$ cat src/rtl/clb_config_loader.sv
// Configuration frame loader: parses a handshaked byte stream into per-CLB
// 23-bit config words and strobes them onto the shared bits bus via one-hot wr_en.
module clb_config_loader #(
  parameter int NUM_CLB = 16
) (
  input  logic               clk,
  input  logic               rst_n,
  input  logic               start,
  input  logic [7:0]         s_data,
  input  logic               s_valid,
  output logic               s_ready,
  output logic [22:0]        bits,
  output logic [NUM_CLB-1:0] wr_en,
  output logic               busy,
  output logic               done,
  output logic               err,
  output logic [2:0]         err_code
);

  localparam logic [7:0] HDR_BYTE  = 8'hA5;
  localparam logic [8:0] NUM_CLB_W = 9'(NUM_CLB);

  typedef enum logic [3:0] {
    S_IDLE, S_HDR, S_CNT, S_ADDR, S_D0, S_D1, S_D2, S_WRITE, S_CSUM, S_ERR
  } state_t;

  state_t      state_q, state_d;
  logic [7:0]  cnt_q, cnt_d, csum_q, csum_d;
  logic [7:0]  n_q, n_d, addr_q, addr_d, d0_q, d0_d, d1_q, d1_d;
  logic [22:0] bits_q, bits_d;
  logic        done_q, done_d, err_q, err_d;
  logic [2:0]  code_q, code_d;
  logic        accept;

  assign s_ready  = state_q inside {S_HDR, S_CNT, S_ADDR, S_D0, S_D1, S_D2, S_CSUM};
  assign accept   = s_valid && s_ready;
  assign busy     = (state_q != S_IDLE);
  assign bits     = bits_q;
  assign done     = done_q;
  assign err      = err_q;
  assign err_code = code_q;

  always_ff @(posedge clk or negedge rst_n) begin
    if (!rst_n) begin
      state_q <= S_IDLE;
      cnt_q   <= '0;
      csum_q  <= '0;
      bits_q  <= '0;
      done_q  <= 1'b0;
      err_q   <= 1'b0;
      code_q  <= '0;
    end else begin
      state_q <= state_d;
      cnt_q   <= cnt_d;
      csum_q  <= csum_d;
      bits_q  <= bits_d;
      done_q  <= done_d;
      err_q   <= err_d;
      code_q  <= code_d;
    end
  end

  // Record payload holding registers are always written before being read.
  always_ff @(posedge clk) begin
    n_q    <= n_d;
    addr_q <= addr_d;
    d0_q   <= d0_d;
    d1_q   <= d1_d;
  end

  always_comb begin
    state_d = state_q;
    cnt_d   = cnt_q;
    csum_d  = csum_q;
    bits_d  = bits_q;
    done_d  = 1'b0;
    err_d   = err_q;
    code_d  = code_q;
    n_d     = n_q;
    addr_d  = addr_q;
    d0_d    = d0_q;
    d1_d    = d1_q;
    unique case (state_q)
      S_IDLE: if (start) begin
        state_d = S_HDR;
        err_d   = 1'b0;
        code_d  = '0;
        csum_d  = '0;
        cnt_d   = '0;
      end
      S_HDR: if (accept) begin
        if (s_data != HDR_BYTE) begin
          state_d = S_ERR; err_d = 1'b1; code_d = 3'd1;
        end else begin
          state_d = S_CNT;
        end
      end
      S_CNT: if (accept) begin
        csum_d = csum_q ^ s_data;
        if (s_data == 8'd0 || {1'b0, s_data} > NUM_CLB_W) begin
          state_d = S_ERR; err_d = 1'b1; code_d = 3'd2;
        end else begin
          n_d     = s_data;
          state_d = S_ADDR;
        end
      end
      S_ADDR: if (accept) begin
        csum_d = csum_q ^ s_data;
        if ({1'b0, s_data} >= NUM_CLB_W) begin
          state_d = S_ERR; err_d = 1'b1; code_d = 3'd3;
        end else begin
          addr_d  = s_data;
          state_d = S_D0;
        end
      end
      S_D0: if (accept) begin
        csum_d  = csum_q ^ s_data;
        d0_d    = s_data;
        state_d = S_D1;
      end
      S_D1: if (accept) begin
        csum_d  = csum_q ^ s_data;
        d1_d    = s_data;
        state_d = S_D2;
      end
      S_D2: if (accept) begin
        csum_d = csum_q ^ s_data;
        if (s_data[7]) begin
          state_d = S_ERR; err_d = 1'b1; code_d = 3'd4;
        end else begin
          bits_d  = {s_data[6:0], d1_q, d0_q};
          state_d = S_WRITE;
        end
      end
      S_WRITE: begin
        cnt_d   = cnt_q + 8'd1;
        state_d = (cnt_d == n_q) ? S_CSUM : S_ADDR;
      end
      S_CSUM: if (accept) begin
        if (s_data == csum_q) begin
          done_d  = 1'b1;
          state_d = S_IDLE;
        end else begin
          state_d = S_ERR; err_d = 1'b1; code_d = 3'd5;
        end
      end
      S_ERR:   state_d = S_IDLE;
      default: state_d = S_IDLE;
    endcase
  end

  // Write strobe is decoded from state so it can never outlive the WRITE cycle.
  always_comb begin
    wr_en = '0;
    if (state_q == S_WRITE) begin
      for (int i = 0; i < NUM_CLB; i++) begin
        if (addr_q == 8'(i)) wr_en[i] = 1'b1;
      end
    end
  end

endmodule

$ cat config.mk
export PLATFORM = sky130hd
export DESIGN_NAME = clb_config_loader
export DESIGN_NICKNAME = d
export VERILOG_FILES = /design/src/rtl/clb_config_loader.sv
export SDC_FILE = /design/constraint.sdc
export NUM_CORES = 1
export LEC_CHECK = 0
export CAP_MARGIN = 25
export CORE_ASPECT_RATIO = 1.75
export CORE_MARGIN = 8
export CORE_UTILIZATION = 50
export CTS_BUF_LIST = sky130_fd_sc_hd__clkbuf_4
export CTS_CLUSTER_SIZE = 24
export DETAILED_ROUTE_END_ITERATION = 8
export GPL_TIMING_DRIVEN = 0
export PLACE_DENSITY_LB_ADDON = 0.08
export SETUP_SLACK_MARGIN = 0.2
export SYNTH_ARGS = -nofsm -noshare
export SYNTH_HDL_FRONTEND = slang
export SYNTH_SLANG_ARGS = --single-unit
$ cat constraint.sdc
create_clock -name clk -period 4.22 [get_ports clk]
set_clock_uncertainty 0.2 [all_clocks]
set_input_delay 0.633 -clock clk [delete_from_list [all_inputs] [get_ports clk]]
set_output_delay 0.633 -clock clk [all_outputs]
set_load 0.01 [all_outputs]
==> results of run 1 <==
## cell usage after synthesis (7+ instances only)
library cell | instances | area share (%)
nor3_1 | 8 | 1.0
nor2_1 | 37 | 3.5
o21ai_0 | 24 | 3.0
buf_2 | 10 | 1.3
inv_1 | 9 | 0.86
nand2_1 | 13 | 1.2
a21oi_1 | 7 | 0.89
nand3_1 | 10 | 1.3
o21ai_1 | 9 | 1.1
nand2b_1 | 16 | 2.5
dfrtp_1 | 48 | 30
xnor2_1 | 7 | 1.6
edfxtp_1 | 32 | 24
mux2_2 | 22 | 6.3
## routing by layer
layer	wire, microns	vias up
met5	0	-
met4	276	0
met3	422	17
met2	5170	68
met1	3890	1444
li1	-	1434
## worst paths after layout
kind | from | to
setup / recovery | state_q[0] | wr_en[4]
hold / removal | d1_q[7] | bits[15]
setup reg to reg | state_q[0] | addr_q[3]
hold reg to reg | d1_q[7] | bits[15]
max in group asynchronous | rst_n | bits[18]
min in group asynchronous | rst_n | cnt_q[5]
## final cells by class
class                   instances  area, sq um
fillers                       667         2990
flip-flops and latches         80         2160
multi-input cells             243         1650
repair buffers                 61          606
well taps                      90          113
plain buffers                  17         98.8
clock inverters                 7         78.8
clock buffers                   9         67.6
inverters                       9         33.8
diodes                          1         2.50
## worst max-delay path: stages (launching register included)
cell             delay, ns
dfrtp_1               0.47
buf_2                 0.25
buf_2                 0.25
nand3_1               0.24
nor2_1                0.19
nand3b_1              0.16
nor3b_1               0.25
clkdlybuf4s50_1       0.57
## stage by stage
step,util [%],cells
2_1_floorplan,-,349
3_3_place_gp,59.2,495
3_5_place_dp,59.6,498
4_1_cts,61.6,515
5_1_grt,61.7,517
6_report,61.7,517
## logic make-up after synthesis
| kind of cell | count (synthesis) |
|---|---|
| buf+inv | 26 |
| simple gates | 131 |
| mux | 28 |
| flops | 80 |
| fa+ha+maj | 1 |
| compound gates | 73 |
| xor+xnor | 10 |
## power by group
part,internal (mW),leakage [nW],switching [mW]
clock,0.187,0.0761,0.289
combinational,0.245,0.880,0.338
sequential,0.853,0.952,0.0275
## cell usage in the layout, fill, tap and decap left out, drive strengths merged, types with 3 or more instances in the layout
cell type	synthesis	layout
clkdlybuf4s50	0	55
dfrtp	48	48
nor2	37	37
o21ai	34	34
edfxtp	32	32
mux2	24	24
buf	16	20
nand2b	16	16
nand2	13	13
clkbuf	1	11
inv	9	11
nand3	10	10
nor3	8	8
a21oi	8	8
nor4	8	8
xnor2	7	7
nor3b	6	6
nand4	6	6
nand3b	5	5
and3	5	5
nor2b	5	5
mux2i	4	4
o31ai	4	4
o211ai	4	4
xor2	3	3
clkinv	0	3
## sequential cells by signal (all words and copies together), names as in the netlist
register / flops
err_code: 3
state_q: 4
d1_q: 8
addr_q: 8
bits: 23
done: 1
err: 1
n_q: 8
csum_q: 8
d0_q: 8
cnt_q: 8
## what timing repair did
item / 4_1_cts / 5_1_grt
setup buffers: 0 / 0
endpoints found under the setup margin: 0 / 0
hold buffers: 1 / 0
hold endpoints to repair: 21 / 0
==> metrics.yaml, run 1 <==
global_routing:
  overflow: 0
  grt_pass1_vias: 3105
  met1_usage_pct: 19.3
  grt_usage_pct: 18.0
  met3_usage_pct: 4.10
  grt_pass1_wl_mm: 15.9
  grt-busiest-layer: "met2"
  use_met2_pct: 31.4
  grt_antenna_before_repair: 1
  grt_max_degree: 28
clock_network:
  clockBufferDepth: 2
  htreeDepth: 3
  clk_latency_ns: 0.45
  numCtsBuffers: 9
  numClockSinks: 80
  cts_root_buf: "clkbuf_4"
  cts_resized: 0
  cts.clk_slew.worst_paths_ns: 0.14
  cts_tree: "built"
place:
  placed_area_sq_mm: 0.00465
  pre_cts_ws_ns: 0.684
  portBuffers: 56
  gp_congestion: 0.895
  dp_hpwl_mm: 7.07
sta:
  worstMarginPinSlew_ns: 0.914
  fin_crit_ns: 3.66
  finalHoldViolCount: 0
  max_slew_margin_pct: 38.8
  final.period_utilization_pct: 86.8
  setup_slack_ns: 0.557
  holdWs_ns: 0.284
  clock.fmax_mhz: 273
  finalSetupViolCount: 0
  grt_setup_unrepaired: "false"
  finalMaxSlewViolations: 0
  finalSetupTns_ns: 0
power_and_ir_drop:
  ir_drop_mv: 0.275
  p_leak_nw: 1.91
  power_mw: 1.94
  p_per_area_mw_per_mm2: 403
layout:
  drive_gt1_share_pct: 15.5
  final_nets: 434
  final_area_sq_mm: 0.00481
  syn_to_final_growth_pct: 22.0
synthesis:
  ys.flop_type: "dfrtp_1"
  synth_top_family_by_area: "simple AND/OR/NAND/NOR gates"
  synthMuxAreaShare_pct: 7.96
  ys_ff_latch: 80
  synth_compound_area_share_pct: 12.7
  yosys_warnings: 0
  synthXorXnorAreaFrac_pct: 2.22
  async_flop_share_pct: 60.0
  yosysSeqAreaShare_pct: 54.8
  synth_edf_count: 32
  synth.distinct_cells: 62
  avgSynthCellArea_sq_um: 11.3
  synth_fa_ha_area_share_pct: 0.317
  synth_nets: 362
  syn_area_sq_mm: 0.00395
  yosys.area_share.simple_pct: 18.6
  syn_inst: 349
detailed_routing:
  vias: 2963
  via_per_inst: 5.73
  antenna_left: 0
  wl_per_cell_microns: 18.9
  drt_wl_total_mm: 9.76
  drc_errors: 0
  drtIter0Drc: 168
  firstDrtPassIters: 4
floorplan:
  rows: 43
  initial_utilization_pct: 50.6
  ios: 58
  die_w_microns: 83.2
  fp.dieH_microns: 134
  fp.dieArea_sq_mm: 0.0111
  coreArea_sq_mm: 0.00780
setup_path:
  worst-r2r-cell-count: 4
  r2r_slack_ns: 1.66
  worst_setup_path_start_kind: "register"
  worst_ep_arrival_time_ns: 2.83
  worstPathMaxFanout: 10
  crit_required_ns: 3.39
  crit_type: "reg -> out"
  critPathCaptureType: "primary output"
worst_hold_path:
  hold_class: "reg -> reg"
  hold-path-cell-count: 1
status:
  status: "complete, no violations"
flow_run:
  drv_cap: 0
Power figures use the tool's default switching activity.
==> run 2: changes to the inputs <==
--- a/config.mk
+++ b/config.mk
@@ -5,10 +5,10 @@
 export SDC_FILE = /design/constraint.sdc
 export NUM_CORES = 1
 export LEC_CHECK = 0
-export CAP_MARGIN = 25
+export CAP_MARGIN = 10
 export CORE_ASPECT_RATIO = 1.75
 export CORE_MARGIN = 8
-export CORE_UTILIZATION = 50
+export CORE_UTILIZATION = 40
 export CTS_BUF_LIST = sky130_fd_sc_hd__clkbuf_4
 export CTS_CLUSTER_SIZE = 24
 export DETAILED_ROUTE_END_ITERATION = 8
==> metrics.yaml, run 2 (synthesized netlist as in run 1, its figures left out) <==
setup_path:
  critPathCaptureType: "primary output"  # unchanged
  worstPathMaxFanout: 10  # unchanged
  crit_type: "reg -> out"  # unchanged
  worst_ep_arrival_time_ns: 2.81  # was 2.83 ns
  timing.rr.start: "state_q[0]"  # unchanged
  crit_required_ns: 3.39  # about the same
  worst_setup_path_start_kind: "register"  # unchanged
  crit_start: "state_q[0]"  # unchanged
worst_hold_path:
  hold_class: "reg -> reg"  # unchanged
  min-delay-start: "d0_q[4]"  # was d1_q[7]
floorplan:
  fp.dieH_microns: 147  # was 134 microns
  fp.dieArea_sq_mm: 0.0134  # was 0.0111 sq mm
  die_w_microns: 91.1  # was 83.2 microns
  initial_utilization_pct: 40.6  # was 50.6%
  ios: 58  # unchanged
  rows: 48  # was 43
  coreArea_sq_mm: 0.00973  # was 0.00780 sq mm
global_routing:
  overflow: 0  # unchanged
  grt_max_degree: 28  # unchanged
  grt_pass1_vias: 2995  # was 3105
  grt_antenna_before_repair: 1  # unchanged
  grt_pass1_wl_mm: 16.5  # was 15.9 mm
  grt_usage_pct: 15.8  # was 18.0%
status:
  status: "complete, no violations"  # unchanged
clock_network:
  cts_root_buf: "clkbuf_4"  # unchanged
  cts_setup_buffers: 0  # unchanged
  numClockSinks: 80  # unchanged
  cts_tree: "built"  # unchanged
  clockBufferDepth: 2  # unchanged
  cts.clk_slew.worst_paths_ns: 0.15  # was 0.14 ns
  clk_latency_ns: 0.44  # was 0.45 ns
  htreeDepth: 3  # unchanged
  cts_resized: 0  # unchanged
  numCtsBuffers: 9  # unchanged
sta:
  finalSetupTns_ns: 0  # unchanged
  worstMarginPinSlew_ns: 1.07  # was 0.914 ns
  finalHoldViolCount: 0  # unchanged
  finalSetupViolCount: 0  # unchanged
  final.period_utilization_pct: 86.2  # was 86.8%
  max_slew_margin_pct: 28.0  # was 38.8%
  grt_setup_unrepaired: "false"  # unchanged
  finalMaxSlewViolations: 0  # unchanged
  clock.fmax_mhz: 275  # was 273 MHz
  fin_crit_ns: 3.64  # was 3.66 ns
detailed_routing:
  dr_wl_met2_mm: 5.26  # was 5.17 mm
  antenna_left: 0  # unchanged
  top_layer_used: "met4"  # unchanged
  firstDrtPassIters: 5  # was 4
  via_per_inst: 5.43  # was 5.73
  wl_met3_microns: 508  # was 422 microns
  drt_wl_total_mm: 10.1  # was 9.76 mm
  drtIter0Drc: 270  # was 168
  wl_per_cell_microns: 18.2  # was 18.9 microns
  drc_errors: 0  # unchanged
  met1Wirelength_mm: 4.07  # was 3.89 mm
  vias: 2990  # was 2963
power_and_ir_drop:
  p_per_area_mw_per_mm2: 404  # was 403 mW/mm^2
  power_mw: 1.96  # was 1.94 mW
  ir_drop_mv: 0.262  # was 0.275 mV
  p_leak_nw: 1.91  # about the same
layout:
  largest_reg_flops: 23  # unchanged
  mostFrequentLayoutCells: "clkdlybuf4s50_1 (55), dfrtp_1 (48), nor2_1 (37)"  # unchanged
  fillers: 935  # was 667
  drive_gt1_share_pct: 15.5  # about the same
  layout_commonest_cell: "clkdlybuf4s50_1"  # unchanged
  final_nets: 433  # was 434
  syn_to_final_growth_pct: 23.1  # was 22.0%
place:
  gp_congestion: 0.913  # was 0.895
  portBuffers: 56  # unchanged
  dp_hpwl_mm: 7.36  # was 7.07 mm
flow_run:
  drv_cap: 0  # unchanged
[run 2: cell count changes in the layout (fill, tap and decap cells not counted)]
cell | previous run | this run
buf_4 | 5 | 4
clkinv_1 | 1 | 0
inv_8 | 1 | 2
[run 2: timing repair]
item / 4_1_cts / 5_1_grt
hold endpoints to repair: 21 / 0
setup endpoints to repair: 0 / 0
hold buffers: 1 / 0
[run 2: path summary, 6_finish.rpt]
check	endpoint	slack, ns	cells past startpoint
max	wr_en[4]	0.58	7
min	bits[4]	0.27	1
max reg2reg	n_q[0]	1.38	4
min reg2reg	bits[4]	0.27	1
max in group asynchronous	csum_q[6]	2.76	3
min in group asynchronous	cnt_q[7]	0.50	2
[run 2: report_power, final]
group	internal, mW	total, mW	switching [mW]
Clock	0.193	0.492	0.299
Combinational	0.245	0.592	0.346
Sequential	0.853	0.878	0.0254
Total	1.29	1.96	0.671
[run 2: per-stage QoR]
step	instance area (sq um)	cells	worst slack [ns]	utilization, %	hold WS, ns
6_report	4860	551	0.582	49.9	0.274
5_1_grt	4860	551	0.387	49.9	0.294
4_1_cts	4840	548	0.509	49.8	0.286
3_5_place_dp	4680	531	0.592	48.1	0.255
3_3_place_gp	4660	530	0.611	47.9	0.238
2_1_floorplan	3950	349	1.80	-	0.137
[run 2: final cells by class]
| cell class | instances | area (sq um) | area share (%) |
|---|---|---|---|
| diodes | 1 | 2.50 | 0.0515 |
| plain buffers | 17 | 98.8 | 2.04 |
| clock buffers | 9 | 67.6 | 1.39 |
| clock inverters | 7 | 86.3 | 1.78 |
| inverters | 9 | 33.8 | 0.696 |
| multi-input cells | 243 | 1650 | 34.0 |
| flip-flops and latches | 80 | 2160 | 44.5 |
| well taps | 125 | 156 | 3.22 |
| repair buffers | 60 | 598 | 12.3 |
[run 2: per-layer routing]
metal	vias to the layer above	track usage, %
met5	-	0
met4	0	6.43
met3	16	4.16
met2	74	27.4
met1	1465	17.8
li1	1435	-
[run 2: critical path, cell delays in order (launching register included)]
cell,delay (ns)
dfrtp_1,0.46
buf_2,0.26
buf_2,0.27
nand3_1,0.22
nor2_1,0.19
nand3b_1,0.16
nor3b_1,0.24
clkdlybuf4s50_1,0.57
==> run 3: changes to the inputs <==
--- a/config.mk
+++ b/config.mk
@@ -12,8 +12,7 @@
 export CTS_BUF_LIST = sky130_fd_sc_hd__clkbuf_4
 export CTS_CLUSTER_SIZE = 24
 export DETAILED_ROUTE_END_ITERATION = 8
-export GPL_TIMING_DRIVEN = 0
-export PLACE_DENSITY_LB_ADDON = 0.08
+export MAX_ROUTING_LAYER = met4
 export SETUP_SLACK_MARGIN = 0.2
 export SYNTH_ARGS = -nofsm -noshare
 export SYNTH_HDL_FRONTEND = slang
==> metrics.yaml, run 3 (synthesized netlist as in run 1, its figures left out) <==
setup_path:
  path_cells: "and2b_1, and3_1, nand3_1, nor2_1, clkdlybuf4s50_1"  # was buf_2, buf_2, nand3_1, nor2_1, nand3b_1, nor3b_1, clkdlybuf4s50_1
  cp_top_family: "simple AND/OR/NAND/NOR gates"  # was buffers and inverters
  worst_setup_path_start_kind: "register"  # unchanged
  timing.rr.start: "state_q[0]"  # unchanged
  worstPathMaxFanout: 17  # was 10
  crit_buf_inv: 1  # was 3
  regToRegEndpoint: "addr_q[1]"  # was n_q[0]
  slowest_delay_ns: 0.61  # was 0.57 ns
  critPathCaptureType: "primary output"  # unchanged
  crit_required_ns: 3.39  # about the same
  crit_type: "reg -> out"  # unchanged
  critical_path.slowest_cell: "dfrtp_1"  # was clkdlybuf4s50_1
  worst_ep_arrival_time_ns: 2.84  # was 2.81 ns
  path_depth: 5  # was 7
  r2r_slack_ns: 1.51  # was 1.38 ns
  worst-r2r-cell-count: 4  # unchanged
floorplan:
  fp.dieArea_sq_mm: 0.0134  # unchanged
  die_w_microns: 91.1  # unchanged
  fp.dieH_microns: 147  # unchanged
  ios: 58  # unchanged
  coreArea_sq_mm: 0.00973  # unchanged
  rows: 48  # unchanged
  initial_utilization_pct: 40.6  # unchanged
clock_network:
  cts_setup_buffers: 0  # unchanged
  numClockSinks: 80  # unchanged
  cts_resized: 0  # unchanged
  clk_latency_ns: 0.46  # was 0.44 ns
  clockBufferDepth: 2  # unchanged
  hold_buffers: 0  # was 1
  cts.clk_slew.worst_paths_ns: 0.14  # was 0.15 ns
  cts_tree: "built"  # unchanged
  htreeDepth: 3  # unchanged
  numCtsBuffers: 9  # unchanged
  cts_root_buf: "clkbuf_4"  # unchanged
detailed_routing:
  firstDrtPassIters: 4  # was 5
  vias: 2936  # was 2990
  via_per_inst: 5.43  # about the same
  wl_per_cell_microns: 17.9  # was 18.2 microns
  drt_wl_total_mm: 9.68  # was 10.1 mm
  drc_errors: 0  # unchanged
  antenna_left: 0  # unchanged
  drtIter0Drc: 269  # was 270
power_and_ir_drop:
  power_mw: 1.89  # was 1.96 mW
  ir_drop_mv: 0.243  # was 0.262 mV
  swShare_pct: 35.6  # was 34.2%
  seqPwrFrac_pct: 48.5  # was 44.8%
  p_sw_mw: 0.674  # was 0.671 mW
  comb_power_share_pct: 27.5  # was 30.2%
  p_per_area_mw_per_mm2: 396  # was 404 mW/mm^2
  p_leak_nw: 1.86  # was 1.91 nW
  clkPwrFrac_pct: 24.0  # was 25.1%
  p_int_mw: 1.22  # was 1.29 mW
layout:
  largest_reg_flops: 23  # unchanged
  final_nets: 423  # was 433
  drive_gt1_share_pct: 14.0  # was 15.5%
  mostFrequentLayoutCells: "clkdlybuf4s50_1 (56), dfrtp_1 (48), nor2_1 (37)"  # was clkdlybuf4s50_1 (55), dfrtp_1 (48), nor2_1 (37)
  utilization_pct: 49.2  # was 49.9%
  syn_to_final_growth_pct: 21.3  # was 23.1%
  layout_commonest_cell: "clkdlybuf4s50_1"  # unchanged
  final_cells: 541  # was 551
flow_run:
  drv_cap: 0  # unchanged
status:
  status: "complete, no violations"  # unchanged
sta:
  max_slew_margin_pct: 38.8  # was 28.0%
  finalSetupViolCount: 0  # unchanged
  final.period_utilization_pct: 86.9  # was 86.2%
  grt_setup_unrepaired: "false"  # unchanged
  clock.fmax_mhz: 273  # was 275 MHz
  finalHoldViolCount: 0  # unchanged
  finalMaxSlewViolations: 0  # unchanged
  fin_crit_ns: 3.67  # was 3.64 ns
  worstMarginPinSlew_ns: 0.910  # was 1.07 ns
  finalSetupTns_ns: 0  # unchanged
place:
  gp_congestion: 0.879  # was 0.913
  dp_hpwl_mm: 6.94  # was 7.36 mm
  place_inst: 524  # was 531
  portBuffers: 57  # was 56
worst_hold_path:
  hold_class: "in -> async"  # was reg -> reg
global_routing:
  grt_usage_pct: 15.5  # was 15.8%
  grt_max_degree: 49  # was 28
  grt_antenna_before_repair: 1  # unchanged
  grt_pass1_vias: 3030  # was 2995
  overflow: 0  # unchanged
  grt_pass1_wl_mm: 16.1  # was 16.5 mm
run 3: cell count changes in the layout (fill, tap and decap cells not counted), sizes merged:
cell,previous run,this run
clkinvlp,1,0
buf,19,11
inv,12,14
bufinv,1,0
clkbuf,11,9
dlygate4sd3,1,0
clkdlybuf4s50,55,56
run 3: how the worst max path moves through the flow:
| stage | from | to |
|---|---|---|
| after floorplan | s_data[0] | err_code[2] |
| after global placement | s_data[2] | err_code[2] |
| after detailed placement | s_data[2] | err_code[2] |
| after CTS | state_q[3] | wr_en[15] |
| after global routing | state_q[3] | wr_en[15] |
| final | state_q[3] | wr_en[15] |
run 3: final cells by class:
class                   count  area (sq um)
fillers                   942          4940
repair buffers             67           641
clock inverters             7          71.3
inverters                   9          33.8
multi-input cells         243          1650
clock buffers               9          67.6
diodes                      1          2.50
flip-flops and latches     80          2160
well taps                 125           156
run 3: stage by stage:
stage / setup slack [ns] / hold WS, ns / area, sq um
6_report: 0.551 / 0.0649 / 4790
5_1_grt: 0.352 / 0.0958 / 4790
4_1_cts: 0.555 / 0.0819 / 4780
3_5_place_dp: 0.878 / 0.241 / 4640
3_3_place_gp: 0.982 / 0.244 / 4640
2_1_floorplan: 1.80 / 0.137 / 3950
run 3: layer usage:
layer  share of wire [%]  vias to the layer above  GRT usage, %
li1                    -                     1415             -
met1                  40                     1440          16.5
met2                  54                       65          27.1
met3                 3.7                       16          3.20
met4                 2.4                        0          6.84
met5                   0                        -             -
run 3: worst reg2reg max path: cells and delay by family, from the launching register on:
family                 cells  cell delay [ns]
and+or+nand+nor            3             1.07
DFF                        1             0.83
buffers and inverters      1             0.26
run 3: power groups by stage:
stage               Sequential (mW)  Combinational (mW)  Clock, mW
detailed placement            0.931               0.520          0
finish                        0.918               0.521      0.455
CTS                           0.915               0.523      0.466
global placement              0.931               0.517          0
floorplan                     0.895               0.382          0
global route                  0.926               0.569      0.500
==> edit: new RTL, settings of run 3 <==
Set the parameter `NUM_CLB` to 17 (it was 16).
--- a/src/rtl/clb_config_loader.sv
+++ b/src/rtl/clb_config_loader.sv
@@ -2,5 +2,5 @@
 // 23-bit config words and strobes them onto the shared bits bus via one-hot wr_en.
 module clb_config_loader #(
-  parameter int NUM_CLB = 16
+  parameter int NUM_CLB = 17
 ) (
   input  logic               clk,
Interface: changed (resized wr_en); port bits go from 58 to 59. The function was not compared with the original's and may differ.
==> edit against run 3 <==
- via count grew 0.95%
- die area grew 0.38%
- sequential cell count did not move
- synthesized area increased by 0.44%
- synthesized cell count down 1.7%
- final area rose by 0.78%
- register-to-register slack worse by 0.12 ns
- cell count is the same
- power fell by 12%
- combinational power down 22%
- worst setup slack better by 0.0058 ns
- wire length up 1.3%
- largest cell class unchanged
==> edit: results (changes against run 3) <==
The logic gate share of total power came out at 0.244 (-0.031). The post-synthesis sequential area ratio was 0.5455 (-0.002421). The placed wire-length estimate came out at 7052 µm (+1.6%).

The final routed wire length divided by cell count is 18.14 µm (+1.3%). By area the synthesized netlist is led by dfrtp_1 30%, edfxtp_1 24%, mux2_2 6.5%, o21ai_0 3.9%, nor2_1 2.8%. The routed via count divided by cell count is 5.479 (+0.95%). The maximum resistive drop on vdd is 174.5 µV (-28%). The number of placed instances with taps included came out at 523 (-0.19%). The proportion of synthesized area in mux cells is 0.07734 (-0.002246). The weighted congestion at the end of routability-driven global placement is 0.9067 (+3.1%). The clock group share of total power is 0.247 (+0.007). The number of I/O port buffers is 58 (+1.8%). In the synthesized netlist, the cells that appear most often are 48 x dfrtp_1, 32 x edfxtp_1, 31 x o21ai_0. Among all stages on the critical path, the largest delay is contributed by clkdlybuf4s50_1. The XOR/XNOR share of the synthesized area is 0.03756 (+0.01537).

The post-synthesis adder-cell area fraction came to 0.003157 (-0.00001401). The worst hold path belongs to the class flop to flop. In this run the worst setup path terminates at wr_en[3]. The routed wire length on met3 came out at 379 µm (+5.6%). The run finished with clean final reports. The post-synthesis cell count is 343 (-1.7%).

The met1 track demand over resource in global routing came out at 0.1581 (-0.006622). The maximum number of pins on one net before global-route repair is 32 (-35%). The total placed instance area is 4690 µm² (+0.97%). The leakage power total came out at 1.905 nW (+2.6%). The met2 usage came out at 0.2666 (-0.004012). The fraction of layout instances using a drive strength above 1 came out at 0.1711 (+0.03133). The global routing usage summed across all routing layers came out at 0.1542 (-0.0008646).

The critical-path maximum fanout came out at 14 (-3). The register-to-register setup slack came out at 1.39 ns (-0.12 ns). The switching power share of the total is 0.3180 (-0.03795).

The largest stage delay on the critical path came out at 0.58 ns (-0.03 ns). The endpoint of the worst register-to-register path is n_q[7]. The routed metal-1 wirelength came out at 3872 µm (-0.33%). The worst slack at placement came out at 0.9164 ns (+0.03805 ns).
[edit: changes by cell type after synthesis, moves of 4 or more]
| cell | before | now |
|---|---|---|
| xnor2_1 | 7 | 12 |
| o21ai_1 | 9 | 0 |
| clkbuf_1 | 1 | 7 |
| nor2_1 | 37 | 30 |
| nor3b_1 | 6 | 1 |
| buf_2 | 10 | 4 |
| nor3_1 | 8 | 12 |
| o21ai_0 | 24 | 31 |
[edit: what timing repair did]
item	CTS	global route
hold endpoints to repair	17	0
buffers inserted	0	0
hold buffers	1	0
[edit: layout make-up]
cell class	count	area [µm²]
well taps	125	156.4
multi-input cells	237	1645
clock buffers	9	67.56
clock inverters	7	53.80
inverters	6	22.52
diodes	1	2.502
fillers	948	4906
flip-flops and latches	80	2162
repair buffers	76	713.2
[edit: worst reg2reg max path, stage by stage, from the launching register on]
cell	delay [ns]
dfrtp_1	0.41
buf_4	0.27
nor4_1	0.10
buf_4	0.17
a2111o_1	0.42
nor3_1	0.89
